**config.mk**
```make
export PLATFORM = sky130hd
export DESIGN_NAME = mips_main_control
export DESIGN_NICKNAME = d
export VERILOG_FILES = /design/src/rtl/mips_pkg.sv /design/src/rtl/mem_wait_timer.sv /design/src/rtl/mips_main_control.sv
export SDC_FILE = /design/constraint.sdc
export NUM_CORES = 1
export LEC_CHECK = 0
export BUFFER_PORTS_ARGS = -buffer_cell sky130_fd_sc_hd__buf_2
export CORE_ASPECT_RATIO = 0.9
export CORE_UTILIZATION = 45
export DETAILED_ROUTE_END_ITERATION = 16
export PLACE_DENSITY = 0.68
export SYNTH_ARGS = -nofsm -noshare
export SYNTH_HDL_FRONTEND = slang
export SYNTH_SLANG_ARGS = --single-unit
```
**constraint.sdc**
```tcl
create_clock -name clk -period 2.5 [get_ports clk]
set_clock_uncertainty 0.1 [all_clocks]
set_input_delay 0.375 -clock clk [delete_from_list [all_inputs] [get_ports clk]]
set_output_delay 0.375 -clock clk [all_outputs]
set_load 0.03 [all_outputs]
```
**src/rtl/mips_pkg.sv**
```systemverilog
// mips_pkg: shared definitions for the 4-bit MIPS multicycle control slice.
//   - opcode encodings (R-type is any opcode with bit 3 set)
//   - control FSM state encoding (3-bit)
//   - instruction field offsets for the 16-bit instruction word
//   - helper functions used by the main control decoder
package mips_pkg;

    // Opcodes
    localparam logic [3:0] OP_LW   = 4'b0000;
    localparam logic [3:0] OP_SW   = 4'b0001;
    localparam logic [3:0] OP_BEQ  = 4'b0010;
    localparam logic [3:0] OP_ADDI = 4'b0011;
    localparam logic [3:0] OP_HALT = 4'b0111;
    localparam logic [3:0] OP_ADD  = 4'b1001;
    localparam logic [3:0] OP_SUB  = 4'b1010;

    // Instruction field offsets (16-bit word)
    localparam int unsigned OPC_LSB = 12;
    localparam int unsigned RS_LSB  = 10;
    localparam int unsigned RT_LSB  = 8;
    localparam int unsigned RD_LSB  = 6;
    localparam int unsigned IMM_LSB = 0;

    typedef enum logic [2:0] {
        S_FETCH  = 3'd0,
        S_DECODE = 3'd1,
        S_EXEC   = 3'd2,
        S_MEM    = 3'd3,
        S_WB     = 3'd4,
        S_HALT   = 3'd5
    } state_t;

    function automatic logic is_rtype(input logic [3:0] opc);
        return opc[3];
    endfunction

    // Opcodes that decode to a real operation (everything else runs as NOP)
    function automatic logic is_legal(input logic [3:0] opc);
        return opc[3] || (opc == OP_LW) || (opc == OP_SW) ||
               (opc == OP_BEQ) || (opc == OP_ADDI) || (opc == OP_HALT);
    endfunction

    // ALU function presented during EXEC
    function automatic logic [3:0] exec_fun(input logic [3:0] opc);
        if (opc[3])
            return opc;
        else if (opc == OP_BEQ)
            return OP_SUB;
        else
            return OP_ADD;
    endfunction

    // Instructions whose ALU B operand is the sign-extended immediate
    function automatic logic uses_imm(input logic [3:0] opc);
        return (opc == OP_LW) || (opc == OP_SW) || (opc == OP_ADDI);
    endfunction

endpackage

```
**src/rtl/mem_wait_timer.sv**
```systemverilog
// mem_wait_timer: counts cycles of an outstanding memory access.
//   clk     in  rising-edge clock
//   rst_n   in  asynchronous active-low reset
//   start   in  begin a new access window (count restarts at 0)
//   done    in  access completed, stop counting
//   expired out high during the MEM_TMO-th cycle of the window when
//               no completion has been seen yet
module mem_wait_timer #(
    parameter int unsigned MEM_TMO = 15
) (
    input  logic clk,
    input  logic rst_n,
    input  logic start,
    input  logic done,
    output logic expired
);

    localparam int unsigned CW = $clog2(MEM_TMO + 1);

    logic [CW-1:0] count;
    logic          active;

    // count holds the number of already-elapsed cycles of the window
    assign expired = active && (count == CW'(MEM_TMO - 1));

    always_ff @(posedge clk or negedge rst_n) begin
        if (!rst_n) begin
            count  <= '0;
            active <= 1'b0;
        end else if (start) begin
            count  <= '0;
            active <= 1'b1;
        end else if (done || expired) begin
            count  <= '0;
            active <= 1'b0;
        end else if (active) begin
            count  <= count + 1'b1;
        end
    end

endmodule

```
**src/rtl/mips_main_control.sv**
```systemverilog
// mips_main_control: multicycle main control FSM for the 4-bit MIPS datapath.
//   FETCH -> DECODE -> EXEC -> (MEM) -> (WB) -> FETCH, HALT is terminal.
// Ports:
//   clk, rst_n           clock, asynchronous active-low reset
//   instr_valid/instr    instruction offered by instruction memory
//   instr_ready          controller is in FETCH and can accept
//   mem_ready            data memory access complete
//   zero                 ALU zero flag, sampled in EXEC
//   op_fun               ALU function to ALUControl
//   ir_write, pc_write, pc_src, alu_imm_sel, mem_read, mem_write,
//   reg_write, mem_to_reg datapath controls
//   halted, bus_err      sticky status flags
// All outputs are registers; each is updated on the edge that enters the
// state it belongs to, so a decision taken in a state (handshake, branch,
// mem_ready) becomes visible in the following cycle.
module mips_main_control
    import mips_pkg::*;
#(
    parameter int unsigned INSTR_W = 16,
    parameter int unsigned MEM_TMO = 15
) (
    input  logic               clk,
    input  logic               rst_n,
    input  logic               instr_valid,
    input  logic [INSTR_W-1:0] instr,
    output logic               instr_ready,
    input  logic               mem_ready,
    input  logic               zero,
    output logic [3:0]         op_fun,
    output logic               ir_write,
    output logic               alu_imm_sel,
    output logic               mem_read,
    output logic               mem_write,
    output logic               reg_write,
    output logic               mem_to_reg,
    output logic               pc_write,
    output logic               pc_src,
    output logic               halted,
    output logic               bus_err
);

    state_t             state;
    logic [INSTR_W-1:0] ir;
    logic [3:0]         opc;
    logic               is_mem_op;
    logic               tmr_start;
    logic               tmr_done;
    logic               tmr_expired;

    // Register fields are consumed by the datapath, not by the controller
    logic unused_ir_fields;
    assign unused_ir_fields = ^ir[INSTR_W-5:0];

    assign opc       = ir[INSTR_W-1 -: 4];
    assign is_mem_op = (opc == OP_LW) || (opc == OP_SW);
    assign tmr_start = (state == S_EXEC) && is_mem_op;
    assign tmr_done  = (state == S_MEM) && mem_ready;

    mem_wait_timer #(
        .MEM_TMO (MEM_TMO)
    ) u_timer (
        .clk     (clk),
        .rst_n   (rst_n),
        .start   (tmr_start),
        .done    (tmr_done),
        .expired (tmr_expired)
    );

    always_ff @(posedge clk or negedge rst_n) begin
        if (!rst_n) begin
            state       <= S_FETCH;
            ir          <= '0;
            instr_ready <= 1'b0;
            op_fun      <= '0;
            ir_write    <= 1'b0;
            alu_imm_sel <= 1'b0;
            mem_read    <= 1'b0;
            mem_write   <= 1'b0;
            reg_write   <= 1'b0;
            mem_to_reg  <= 1'b0;
            pc_write    <= 1'b0;
            pc_src      <= 1'b0;
            halted      <= 1'b0;
            bus_err     <= 1'b0;
        end else begin
            // single-cycle pulses
            ir_write  <= 1'b0;
            pc_write  <= 1'b0;
            pc_src    <= 1'b0;
            reg_write <= 1'b0;

            case (state)
                S_FETCH: begin
                    if (instr_ready && instr_valid) begin
                        ir          <= instr;
                        ir_write    <= 1'b1;
                        pc_write    <= 1'b1;
                        instr_ready <= 1'b0;
                        op_fun      <= instr[INSTR_W-1 -: 4];
                        state       <= S_DECODE;
                    end else begin
                        instr_ready <= 1'b1;
                    end
                end

                S_DECODE: begin
                    if (opc == OP_HALT) begin
                        op_fun <= '0;
                        halted <= 1'b1;
                        state  <= S_HALT;
                    end else if (!is_legal(opc)) begin
                        op_fun      <= '0;
                        instr_ready <= 1'b1;
                        state       <= S_FETCH;
                    end else begin
                        op_fun      <= exec_fun(opc);
                        alu_imm_sel <= uses_imm(opc);
                        state       <= S_EXEC;
                    end
                end

                S_EXEC: begin
                    alu_imm_sel <= 1'b0;
                    if (is_mem_op) begin
                        mem_read  <= (opc == OP_LW);
                        mem_write <= (opc == OP_SW);
                        state     <= S_MEM;
                    end else if (opc == OP_BEQ) begin
                        pc_write    <= zero;
                        pc_src      <= zero;
                        op_fun      <= '0;
                        instr_ready <= 1'b1;
                        state       <= S_FETCH;
                    end else begin
                        reg_write  <= 1'b1;
                        mem_to_reg <= 1'b0;
                        state      <= S_WB;
                    end
                end

                S_MEM: begin
                    if (mem_ready) begin
                        mem_read  <= 1'b0;
                        mem_write <= 1'b0;
                        if (opc == OP_LW) begin
                            reg_write  <= 1'b1;
                            mem_to_reg <= 1'b1;
                            state      <= S_WB;
                        end else begin
                            op_fun      <= '0;
                            instr_ready <= 1'b1;
                            state       <= S_FETCH;
                        end
                    end else if (tmr_expired) begin
                        mem_read  <= 1'b0;
                        mem_write <= 1'b0;
                        op_fun    <= '0;
                        bus_err   <= 1'b1;
                        halted    <= 1'b1;
                        state     <= S_HALT;
                    end
                end

                S_WB: begin
                    mem_to_reg  <= 1'b0;
                    op_fun      <= '0;
                    instr_ready <= 1'b1;
                    state       <= S_FETCH;
                end

                S_HALT: begin
                    state <= S_HALT;
                end

                default: begin
                    state <= S_FETCH;
                end
            endcase
        end
    end

endmodule
```
* Word-level counts from Yosys, hierarchy flattened
Index checks and enable logic that the tools add are counted.
** Word-level totals
- Bits in registers :: 39
- Bits of input ports :: 21
- Output and inout port bits :: 15
- Logic and storage cells :: 136
** Operators by class
- Add/sub/neg operators :: 1
- Equal/unequal tests :: 26
- Multiplexer cells :: 62
- Bitwise gates (word level) :: 1
- Reduce and logical (&&, ||, !) cells :: 30
** Operators by type and width (number)
- 4-bit two-way mux :: 11
- 1-bit two-way mux :: 31
- 3-bit two-way mux :: 8
- 2-bit != test (second input constant) :: 11
- 4-bit case mux with 5 select lines :: 1
- 3-bit case mux with 5 select lines :: 1
- 1-bit case mux with 2 select lines :: 6
- 3-bit AND reduction :: 3
- 4-bit by 2-bit == test with 1-bit output (second input constant) :: 2
- 1-bit logical OR :: 8
- 2-bit nonzero test :: 4
- 7-bit AND reduction :: 1
- 3-bit by 2-bit == test with 1-bit output (second input constant) :: 2
- 3-bit == test (second input constant) :: 2
- 2-bit by 1-bit != test with 1-bit output (second input constant) :: 3
- 6-bit AND reduction :: 1
- 3-bit nonzero test :: 2
- 1-bit case mux with 5 select lines :: 1
- 5-bit AND reduction :: 1
- 5-bit nonzero test :: 1
- 4-bit by 1-bit adder with 4-bit output (second input constant) :: 1
- 4-bit by 1-bit == test with 1-bit output (second input constant) :: 1
- 4-bit by 3-bit == test with 1-bit output (second input constant) :: 1
- 4-bit == test (second input constant) :: 1
- other kinds (11) :: 16

* Logic depth before layout (Yosys ltp)
Gate-level depths: netlist of the first run.
- Depth in word-level cells :: 9
- Mapped depth :: 6
- Mapped depth without buffers :: 6

* Hierarchy
From an unflattened synthesis of the first run, not the netlist that was laid out.
** Second synthesis, totals
- Cells, all modules :: 153
- Area, all modules :: 1502.7 µm²
** Modules (own cells, without submodules)
- mips_main_control :: times used 1, cells each 130, area each 1246.2 µm², seq. area each 550.5 µm²
- mem_wait_timer :: times used 1, cells each 23, area each 256.5 µm², seq. area each 125.1 µm²

* Worst setup path before layout of the first run
Ideal clock, no wire load.
- Path kind :: flip-flop to flip-flop
- Start point :: register ir[13]
- End point :: register op_fun[0]
- Library setup time :: 0.125 ns
- Arrival time :: 1.503 ns
- Required time :: 2.275 ns
- Slack :: 0.772 ns
- Stages on the path, launching flop included :: 5
- Buffers on the path :: 0
- Clock period less this slack :: 1.728 ns
- Cell sequence :: dfrtp_1 -> nor4_4 -> o211ai_2 -> o211ai_4 -> mux2_2
** Between the ends
- Cells in the longest elaborated chain, start to end :: 9
- Elaborated cells on any way between the ends :: 20
- Classes of those cells :: eq/ne (7); mux (5); reduce/logical (8)
** Ends and longest elaborated chain
- from (decl) :: line mips_main_control.sv:43 : logic [INSTR_W-1:0] ir;
- from (signal assigned) :: line mips_main_control.sv:95 : ir <= instr;
- 4-bit zero test :: line mips_pkg.sv:39, mips_main_control.sv:55, mips_main_control.sv:145
- 1-bit logical OR (3 in series) :: line mips_pkg.sv:39 : return opc[3] || (opc == OP_LW) || (opc == OP_SW) ||
- 1-bit logical OR (2 in series) :: line mips_pkg.sv:40 : (opc == OP_BEQ) || (opc == OP_ADDI) || (opc == OP_HALT);
- 4-bit two-way mux :: line mips_main_control.sv:111 : end else if (!is_legal(opc)) begin
- 4-bit two-way mux :: line mips_main_control.sv:107 : if (opc == OP_HALT) begin
- 4-bit case mux with 5 select lines :: line mips_main_control.sv:92 : case (state)
- to (signal assigned) :: line mips_main_control.sv:99 : op_fun <= instr[INSTR_W-1 -: 4];
- to (signal assigned) :: line mips_main_control.sv:116 : op_fun <= exec_fun(opc);
- to (decl) :: line mips_main_control.sv:29 : output logic [3:0] op_fun,
Several ways; a longest one is shown, not always the timed one.
A chain may end at the register's enable or synchronous reset.

* Worst setup path in the final report of the first run
Ends and elaborated chain as after synthesis.

==> results.py, run 1 <==
metrics = {
    "logic_synthesis": {
        "async_flop_share_pct": 100.0,
        "synthDominantCellAreaShare_pct": 48.52,
        "ys_seq_elements": 27,
        "synth_edf_count": 0,
        "yosysWarnings": 0,
        "synth_top_flop_cell": "dfrtp_1",
        "synthTopCellsByCount": "dfrtp_1 (27), nand2_1 (15), nor2_1 (13), o21ai_0 (13), a21oi_1 (12)",
        "synth_compound_area_share_pct": 18.33,
        "yosysUniqueCellTypes": 39,
        "synth_xor_xnor_area_share_pct": 2.516,
        "ys_top_cells_by_area": "dfrtp_1 (49%), o21ai_0 (4.7%), a21oi_1 (4.3%)",
        "synth_top_family_by_area": "simple AND/OR/NAND/NOR gates",
        "syn_avg_cell_area_um2": 9.807,
        "yosysMostFrequentCell": "dfrtp_1",
        "yosysTopAreaCell": "dfrtp_1",
        "ys_seq_area_share_pct": 48.52,
        "syn_nets": 165,
        "muxShareOfSynthArea_pct": 4.762,
        "synth_cells": 142,
        "yosys.area_share.simple_pct": 20.40,
        "netlist_area_mm2": 0.001393,
        "synth_fa_ha_area_share_pct": 1.797,
    },
    "cells_and_area": {
        "area_delta_synth_final_pct": 12.67,
        "top_regs": "ir x4, op_fun x4, u_timer.count x4",
        "seq_area_um2": 675.6,
        "drive_above_1_share_pct": 23.64,
        "final_area_mm2": 0.001569,
        "multi_input_area_um2": 665.6,
        "utilization_pct": 55.29,
        "diodes": 0,
        "nFillCells": 269,
        "finalNetCount": 189,
    },
    "detailed_routing": {
        "drt_first_pass_iters": 5,
        "ant_nets": 0,
        "wl_um": 2806,
        "viasPerCell": 5.512,
        "vias": 1130,
        "drt_iter0_markers": 68,
        "route.detailed.drc": 0,
        "routedWlPerCell_um": 13.69,
    },
    "job": {
        "cap_violations": 0,
    },
    "timing": {
        "min_period_over_period_pct": 77.52,
        "fmax_mhz": 516.0,
        "maxSlewHeadroom_pct": 60.59,
        "hold_viol_final": 0,
        "finalSetupTns_ps": 0,
        "fin_crit_ps": 1938,
        "rsz0062_at_grt": "no",
        "setup_viol": 0,
        "tightest_slew_ps": 591.2,
        "drv_slew": 0,
    },
    "die": {
        "io_pins": 36,
        "chipWidth_um": 60.64,
        "die_h_um": 54.78,
        "initial_core_util_pct": 49.07,
        "coreArea_mm2": 0.002838,
        "num_rows": 18,
        "die_area_mm2": 0.003322,
    },
    "clock_network": {
        "htreeDepth": 1,
        "clkSlewWorstSetupHoldPaths_ps": 140,
        "clock_latency_ps": 320,
        "clkSinkCount": 27,
        "post-cts-setup-buffers": 0,
        "clockBufferDepth": 2,
        "cts_buffers": 3,
        "clockRootBuffer": "clkbuf_4",
        "cts_tree": "done",
        "cts_resized": 0,
        "holdBufCountCts": 1,
    },
    "global_routing": {
        "grt_max_degree": 28,
        "grt_pass1_vias": 976,
        "antenna_found_initial": 0,
        "grt_pass1_wl_um": 4657,
        "grt_overflow": 0,
        "gr-usage-all-layers_pct": 19.51,
    },
    "worst_setup_path": {
        "worstPathRequired_ps": 2630,
        "cp-start-kind": "flop",
        "crit_type": "reg2reg",
        "cp_max_fo": 8,
        "arrival_ps": 2060,
        "endpoint_kind": "flop",
        "reg2regPathDepth": 4,
    },
    "placement": {
        "place.detailed.hpwl_um": 2052,
        "gp_congestion": 0.8838,
        "dpl-instance-area_mm2": 0.001533,
        "io_buffers": 23,
    },
    "power": {
        "p_leak_nw": 0.7306,
        "p_per_area_mw_per_mm2": 1325,
        "peakVddDrop_mv": 0.5701,
    },
    "status": {
        "status": "completed",
    },
    "hold_path": {
        "hold_depth": 3,
        "hp-class": "in2reg",
    },
}
-- critical path, stage by stage (launching register included) --
cell and delay [ps]:
dfrtp_1 500, nor4_4 430, o211ai_2 160, o211ai_4 290, mux2_2 360
-- metal layers --
| layer | GRT usage, % | wire [um] | vias up |
|---|---|---|---|
| met5 | 0 | 0 | - |
| met1 | 27.74 | 1368 | 536 |
| met4 | 6.818 | 38 | 0 |
| met3 | 4.728 | 187 | 5 |
| li1 | - | - | 548 |
| met2 | 28.94 | 1212 | 41 |
-- cell usage in the layout, fill, tap and decap left out, types with 2 or more instances in the layout --
cell / instances
buf_2: 23
and2_1: 2
xor2_1: 2
and3_1: 2
nor3_1: 3
a31oi_1: 3
dfrtp_1: 27
ha_1: 2
nand2b_1: 2
xnor2_1: 2
nor2b_1: 2
clkbuf_4: 3
a21oi_1: 12
inv_1: 7
nand4_1: 2
nand2_1: 15
or2_2: 2
mux2_2: 5
o21ai_0: 13
a32o_1: 2
nor2_1: 13
-- final timing paths --
| check | from | end | slack, ps |
|---|---|---|---|
| worst max register to register | ir[13] | op_fun[0] | 560 |
| worst max-delay path | ir[13] | op_fun[0] | 560 |
| worst min register to register | bus_err | bus_err | 390 |
| min in group asynchronous | rst_n | state[2] | 470 |
| worst min-delay path | instr[15] | ir[15] | 170 |
| max in group asynchronous | rst_n | alu_imm_sel | 1440 |
-- per-stage QoR --
step | setup slack (ps) | hold WS [ps] | cells | total power, mW
final | 562.0 | 166.6 | 205 | 2.079
after global routing | 466.9 | 171.1 | 205 | 2.256
after CTS | 563.3 | 156.2 | 205 | 2.086
after detailed placement | 582.8 | 314.2 | 200 | 1.896
after global placement | 603.6 | 309.6 | 200 | 1.860
after floorplan | 772.1 | -20.59 | 142 | 1.643
-- power breakdown --
group	total (mW)	switching (mW)	internal (mW)
Sequential	0.841	0.223	0.618
Clock	0.185	0.122	0.0625
Combinational	1.05	0.624	0.429
Total	2.08	0.969	1.11
-- final cells by class --
type                    instances  area share, %
flip-flops and latches         27          43.06
clock buffers                   4          1.675
well taps                      40          3.190
inverters                       7          1.675
repair buffers                 24          7.975
multi-input cells             103          42.42
-- logic make-up (layout without fill, tap and decap cells) --
group | count (synthesis) | after routing
simple gates | 52 | 52
compound gates | 39 | 39
flops | 27 | 27
buf+inv | 12 | 35
mux | 6 | 6
xor+xnor | 4 | 4
fa+ha+maj | 2 | 2
Power figures use the tool's default switching activity.
==> run 2, diff against run 1 <==
--- a/config.mk
+++ b/config.mk
@@ -9,7 +9,7 @@
 export CORE_ASPECT_RATIO = 0.9
 export CORE_UTILIZATION = 45
 export DETAILED_ROUTE_END_ITERATION = 16
-export PLACE_DENSITY = 0.68
+export PLACE_DENSITY = 0.7
 export SYNTH_ARGS = -nofsm -noshare
 export SYNTH_HDL_FRONTEND = slang
 export SYNTH_SLANG_ARGS = --single-unit
==> constraint.sdc (replaced) <==
create_clock -name clk -period 1.7 [get_ports clk]
set_clock_uncertainty 0.1 [all_clocks]
set_input_delay 0.255 -clock clk [delete_from_list [all_inputs] [get_ports clk]]
set_output_delay 0.255 -clock clk [all_outputs]
set_load 0.03 [all_outputs]
==> run 2 against run 1 <==
Effect of this change:
- design area is 14% higher
- sequential cell count stayed put
- fmax is 11% higher
- worst setup slack worse by 610 ps
- utilization is 7.5 points higher
- sequential power is 38% higher
- count of clock-buffer cells in the layout stayed put
- the run now ends with setup timing left
- global-route usage is 1.8 points higher
- clock power is 52% higher
- combinational power is 100% higher
- routed wire length is 21% higher
==> results.py, run 2 (synthesized netlist as in run 1, its figures left out) <==
metrics = {
    "cells_and_area": {
        "layout_common_cells": "dfrtp_1 (25), buf_4 (24), buf_2 (23)",
        "top_regs": "ir x4, op_fun x4, u_timer.count x4",
        "multi_input_area_um2": 696.9,
        "diodes": 0,
        "final_area_mm2": 0.001783,
        "area_delta_synth_final_pct": 28.03,
        "finalNetCount": 213,
        "seq_area_um2": 678.2,
        "final_common_cell": "dfrtp_1",
        "nFillCells": 241,
        "drive_above_1_share_pct": 37.57,
    },
    "power": {
        "peakVddDrop_mv": 1.002,
        "finalPower_mw": 3.556,
        "p_leak_nw": 0.8502,
        "p_per_area_mw_per_mm2": 1994,
    },
    "clock_network": {
        "clock_latency_ps": 320,
        "clockBufferDepth": 2,
        "cts_buffers": 3,
        "clkSlewWorstSetupHoldPaths_ps": 140,
        "clockRootBuffer": "clkbuf_4",
        "htreeDepth": 1,
        "clkSinkCount": 27,
        "cts_tree": "done",
    },
    "placement": {
        "io_buffers": 23,
        "dpl-instance-area_mm2": 0.001683,
        "dp_slack_ps": -65.67,
        "gp_congestion": 0.8350,
        "place.detailed.hpwl_um": 2396,
    },
    "detailed_routing": {
        "route.detailed.drc": 0,
        "drt_first_pass_iters": 4,
        "wl_um": 3385,
        "vias": 1240,
        "ant_nets": 0,
        "viasPerCell": 5.415,
        "drt_iter0_markers": 39,
        "routedWlPerCell_um": 14.78,
    },
    "worst_setup_path": {
        "endpoint_kind": "flop",
        "worstPathRequired_ps": 1830,
        "arrival_ps": 1880,
        "reg2reg_from": "ir[14]",
        "reg2regPathDepth": 4,
        "r2r_end": "op_fun[2]",
        "cp_max_fo": 4,
        "crit_type": "reg2reg",
        "cp-start-kind": "flop",
        "rrSetupSlack_ps": -50,
    },
    "global_routing": {
        "grt_pass1_vias": 1098,
        "antenna_found_initial": 0,
        "grt_overflow": 0,
        "grt_pass1_wl_um": 5147,
        "gr-usage-all-layers_pct": 21.34,
        "grt_max_degree": 28,
    },
    "die": {
        "num_rows": 18,
        "chipWidth_um": 60.64,
        "initial_core_util_pct": 49.07,
        "coreArea_mm2": 0.002838,
        "die_h_um": 54.78,
        "io_pins": 36,
        "die_area_mm2": 0.003322,
    },
    "timing": {
        "fin_crit_ps": 1751,
        "worst_slack_ps": -51.31,
        "hold_viol_final": 0,
        "tightest_slew_ps": 611.0,
        "finalSetupTns_ps": -170.8,
        "min_period_over_period_pct": 103.0,
        "drv_slew": 0,
        "setup_viol": 4,
        "rsz0062_at_grt": "yes",
        "maxSlewHeadroom_pct": 59.27,
        "fmax_mhz": 571.0,
    },
    "hold_path": {
        "holdPathEnd": "ir[12]",
        "hold_depth": 3,
        "hold_path_startpoint": "instr[12]",
        "hp-class": "in2reg",
    },
    "status": {
        "status": "finished with violations",
        "violations": "setup timing",
    },
    "job": {
        "cap_violations": 0,
    },
}
## run 2: cell count changes in the layout (fill, tap and decap cells not counted), moves of 2 or more
cell	before	now
a21oi_2	0	2
a21oi_1	12	10
buf_4	0	24
dfrtp_2	0	2
dfrtp_1	27	25
nor3_1	3	1
nor3_2	0	2
## run 2: critical path: stages (launching register included)
cell and delay [ps]:
dfrtp_1 430, nor4_4 360, o211ai_2 160, o211ai_4 240, mux2_2 370
## run 2: routing by layer
layer / up-vias / track usage (%) / share of wire, % / routed length (um)
met5: - / 0 / 0 / 0
met4: 0 / 3.409 / 1.2 / 41
met3: 6 / 6.147 / 5.5 / 186
met2: 37 / 32.78 / 47 / 1590
met1: 602 / 30.26 / 46 / 1566
li1: 595 / - / - / -
## run 2: what timing repair did
action,4_1_cts,5_1_grt
pin swaps,3,2
setup endpoints to repair,6,14
hold buffers,1,0
buffers inserted,3,1
hold endpoints to repair,27,0
resized for setup,0,9
## run 2: power breakdown
part	total [mW]	switching [mW]	internal (mW)	leakage, nW
clock	0.282	0.190	0.0920	0.0150
sequential	1.16	0.249	0.913	0.338
combinational	2.11	1.16	0.952	0.497
total	3.56	1.60	1.96	0.850
## run 2: layout make-up
class                   instances  area share [%]
repair buffers                 48           17.12
inverters                       7           1.474
multi-input cells             103           39.09
clock buffers                   4           1.474
well taps                      40           2.807
flip-flops and latches         27           38.04
## run 2: worst max path at each step
stage | from | to | slack, ps | cells past startpoint
final | ir[14] | op_fun[2] | -50 | 4
after CTS | ir[13] | op_fun[2] | -80 | 4
after global routing | ir[14] | state[0] | -130 | 6
after global placement | ir[14] | op_fun[0] | -30 | 4
after detailed placement | ir[14] | op_fun[2] | -70 | 4
after floorplan | state[2] | op_fun[0] | 5 | 5
## run 2: stage by stage
stage,hold WS (ps),util [%],std cells
5_1_grt,50.69,62.83,229
2_1_floorplan,-140.6,-,142
4_1_cts,41.50,61.38,228
3_3_place_gp,186.9,59.30,220
6_report,47.23,62.83,229
3_5_place_dp,202.9,59.30,220
==> run 3, diff against run 2 <==
--- a/config.mk
+++ b/config.mk
@@ -5,6 +5,7 @@
 export SDC_FILE = /design/constraint.sdc
 export NUM_CORES = 1
 export LEC_CHECK = 0
+export ABC_AREA = 1
 export BUFFER_PORTS_ARGS = -buffer_cell sky130_fd_sc_hd__buf_2
 export CORE_ASPECT_RATIO = 0.9
 export CORE_UTILIZATION = 45
@@ -12,4 +13,5 @@
 export PLACE_DENSITY = 0.7
 export SYNTH_ARGS = -nofsm -noshare
 export SYNTH_HDL_FRONTEND = slang
+export SYNTH_HIERARCHICAL = 1
 export SYNTH_SLANG_ARGS = --single-unit
==> run 3 against run 2 <==
Effect of this change:
- the run now ends clean
- worst setup slack gained 190 ps
- power shrank 9.0%
- hold slack gained 45 ps
- largest cell class unchanged
- largest power group unchanged
- highest routed layer unchanged
==> results.py, run 3 <==
metrics = {
    "power": {
        "p_per_area_mw_per_mm2": 1801,
        "p_leak_nw": 0.9871,
        "finalPower_mw": 3.234,
        "peakVddDrop_mv": 0.9658,
    },
    "cells_and_area": {
        "finalNetCount": 259,
        "drive_above_1_share_pct": 26.81,
        "layout_common_cells": "nand2_1 (59), dfrtp_1 (26), buf_2 (23)",
        "final_area_mm2": 0.001795,
        "area_delta_synth_final_pct": 18.79,
        "top_regs": "ir x4, op_fun x4, u_timer/count x4",
        "diodes": 0,
        "final_common_cell": "nand2_1",
    },
    "die": {
        "chipWidth_um": 63.09,
        "coreArea_mm2": 0.003114,
        "initial_core_util_pct": 48.53,
        "io_pins": 36,
        "die_area_mm2": 0.003595,
        "die_h_um": 56.98,
        "num_rows": 19,
    },
    "logic_synthesis": {
        "ys_top_cells_by_area": "dfrtp_1 (45%), nand2_1 (15%), nand3_1 (7.3%)",
        "synthDominantCellAreaShare_pct": 44.70,
        "synth_top_flop_cell": "dfrtp_1",
        "netlist_area_mm2": 0.001511,
        "syn_nets": 223,
        "syn_avg_cell_area_um2": 7.557,
        "yosysWarnings": 6,
        "synth_edf_count": 0,
        "synthTopCellsByCount": "nand2_1 (59), dfrtp_1 (27), inv_1 (23), nand3_1 (22), nor2_1 (21)",
        "ys_seq_area_share_pct": 44.70,
        "yosysTopAreaCell": "dfrtp_1",
        "ys_seq_elements": 27,
        "yosysUniqueCellTypes": 22,
        "yosysMostFrequentCell": "nand2_1",
        "synth_cells": 200,
        "async_flop_share_pct": 100.0,
    },
    "hold_path": {
        "hold_path_startpoint": "instr[12]",
        "hp-class": "in2reg",
        "hold_depth": 3,
        "holdPathEnd": "ir[12]",
    },
    "clock_network": {
        "htreeDepth": 1,
        "cts_buffers": 3,
        "clock_latency_ps": 270,
        "clockRootBuffer": "clkbuf_8",
        "clockBufferDepth": 2,
        "clkSlewWorstSetupHoldPaths_ps": 90,
        "cts_tree": "done",
        "clkSinkCount": 27,
    },
    "global_routing": {
        "gr-usage-all-layers_pct": 19.09,
        "grt_pass1_vias": 1183,
        "grt_max_degree": 28,
        "grt_pass1_wl_um": 5250,
        "antenna_found_initial": 0,
        "grt_overflow": 0,
    },
    "worst_setup_path": {
        "crit_type": "reg2reg",
        "slowest_stage": "dfrtp_1",
        "arrival_ps": 1630,
        "reg2reg_from": "state[0]",
        "crit_top_cell": "nand2_1",
        "crit_path_cell_trace": "o21ai_0, nand2_1, nor2_1, nand3_1, nand2_1, nand2_1",
        "cp-start-kind": "flop",
        "rrSetupSlack_ps": 140,
        "r2r_end": "mem_to_reg",
        "worstPathRequired_ps": 1770,
        "cp_max_fo": 8,
        "endpoint_kind": "flop",
        "reg2regPathDepth": 6,
        "max_stage_delay_ps": 480,
    },
    "detailed_routing": {
        "routedWlPerCell_um": 11.10,
        "ant_nets": 0,
        "route.detailed.drc": 0,
        "viasPerCell": 4.744,
        "wl_um": 3074,
        "drt_first_pass_iters": 4,
        "vias": 1314,
        "drt_iter0_markers": 38,
    },
    "timing": {
        "min_period_over_period_pct": 91.86,
        "fin_crit_ps": 1562,
        "tightest_slew_ps": 606.3,
        "fmax_mhz": 640.4,
        "finalSetupTns_ps": 0,
        "maxSlewHeadroom_pct": 59.58,
        "hold_viol_final": 0,
        "setup_viol": 0,
        "rsz0062_at_grt": "no",
        "drv_slew": 0,
    },
    "status": {
        "status": "completed",
    },
    "placement": {
        "gp_congestion": 0.8564,
        "dpl-instance-area_mm2": 0.001724,
        "io_buffers": 23,
        "place.detailed.hpwl_um": 2383,
    },
    "job": {
        "cap_violations": 0,
    },
}
## run 3: power by group
part	switching [mW]	internal, mW	total [mW]
logic	1.17	0.609	1.77
registers	0.212	0.889	1.10
clock network	0.191	0.168	0.359
total	1.57	1.67	3.23
## run 3: cell type report
class	count	area (um2)
clock buffers	4	45.04
inverters	26	97.59
repair buffers	32	185.2
multi-input cells	146	738.2
fillers	309	1319
flip-flops and latches	27	676.9
well taps	42	52.55
## run 3: worst max-delay path by stage
stage / from / endpoint / slack, ps / cells past startpoint
after global placement: state[0] / mem_to_reg / 130 / 6
after global routing: u_timer/count[0] / op_fun[3] / 10 / 11
final: state[0] / mem_to_reg / 140 / 6
after CTS: u_timer/count[0] / op_fun[0] / 110 / 11
after floorplan: u_timer/count[0] / op_fun[0] / 150 / 11
after detailed placement: u_timer/count[0] / op_fun[1] / 120 / 11
## run 3: metrics by stage
| step | worst slack [ps] | util (%) | instances | hold WS [ps] |
|---|---|---|---|---|
| after floorplan | 153.5 | - | 200 | -140.6 |
| after detailed placement | 124.3 | 55.36 | 271 | 200.5 |
| after CTS | 108.6 | 57.13 | 276 | 88.23 |
| after global placement | 131.7 | 55.36 | 271 | 197.3 |
| final | 138.4 | 57.65 | 277 | 92.11 |
| after global routing | 10.31 | 57.65 | 277 | 96.85 |
## run 3: cells by family after synthesis
logic type                 synth area share, %
adders and majority gates                1.655
AOI/OAI and AO/OA                        5.629
xor gates and xnor gates                0.5796
DFF                                      44.70
buffers and inverters                    6.954
and+or+nand+nor                          40.48
## run 3: per-layer routing
metal	up-vias	GRT usage [%]	part of all wire, %
met3	5	3.800	4.1
met1	591	26.23	51
met4	0	6.977	1.3
met5	-	0	0
li1	696	-	-
met2	22	30.11	43
## run 3: worst max-delay path: cells and delay by family (launching register included)
family,cells,cell delay [ps]
AO/OA/AOI/OAI,1,310
AND/OR/NAND/NOR,5,570
flip-flops,1,480
## run 3: what timing repair did
item / 4_1_cts / 5_1_grt
resized for setup: 0 / 4
endpoints found under the hold margin: 27 / 0
hold buffers: 1 / 0
setup endpoints to repair: 0 / 6
buffers inserted: 0 / 1
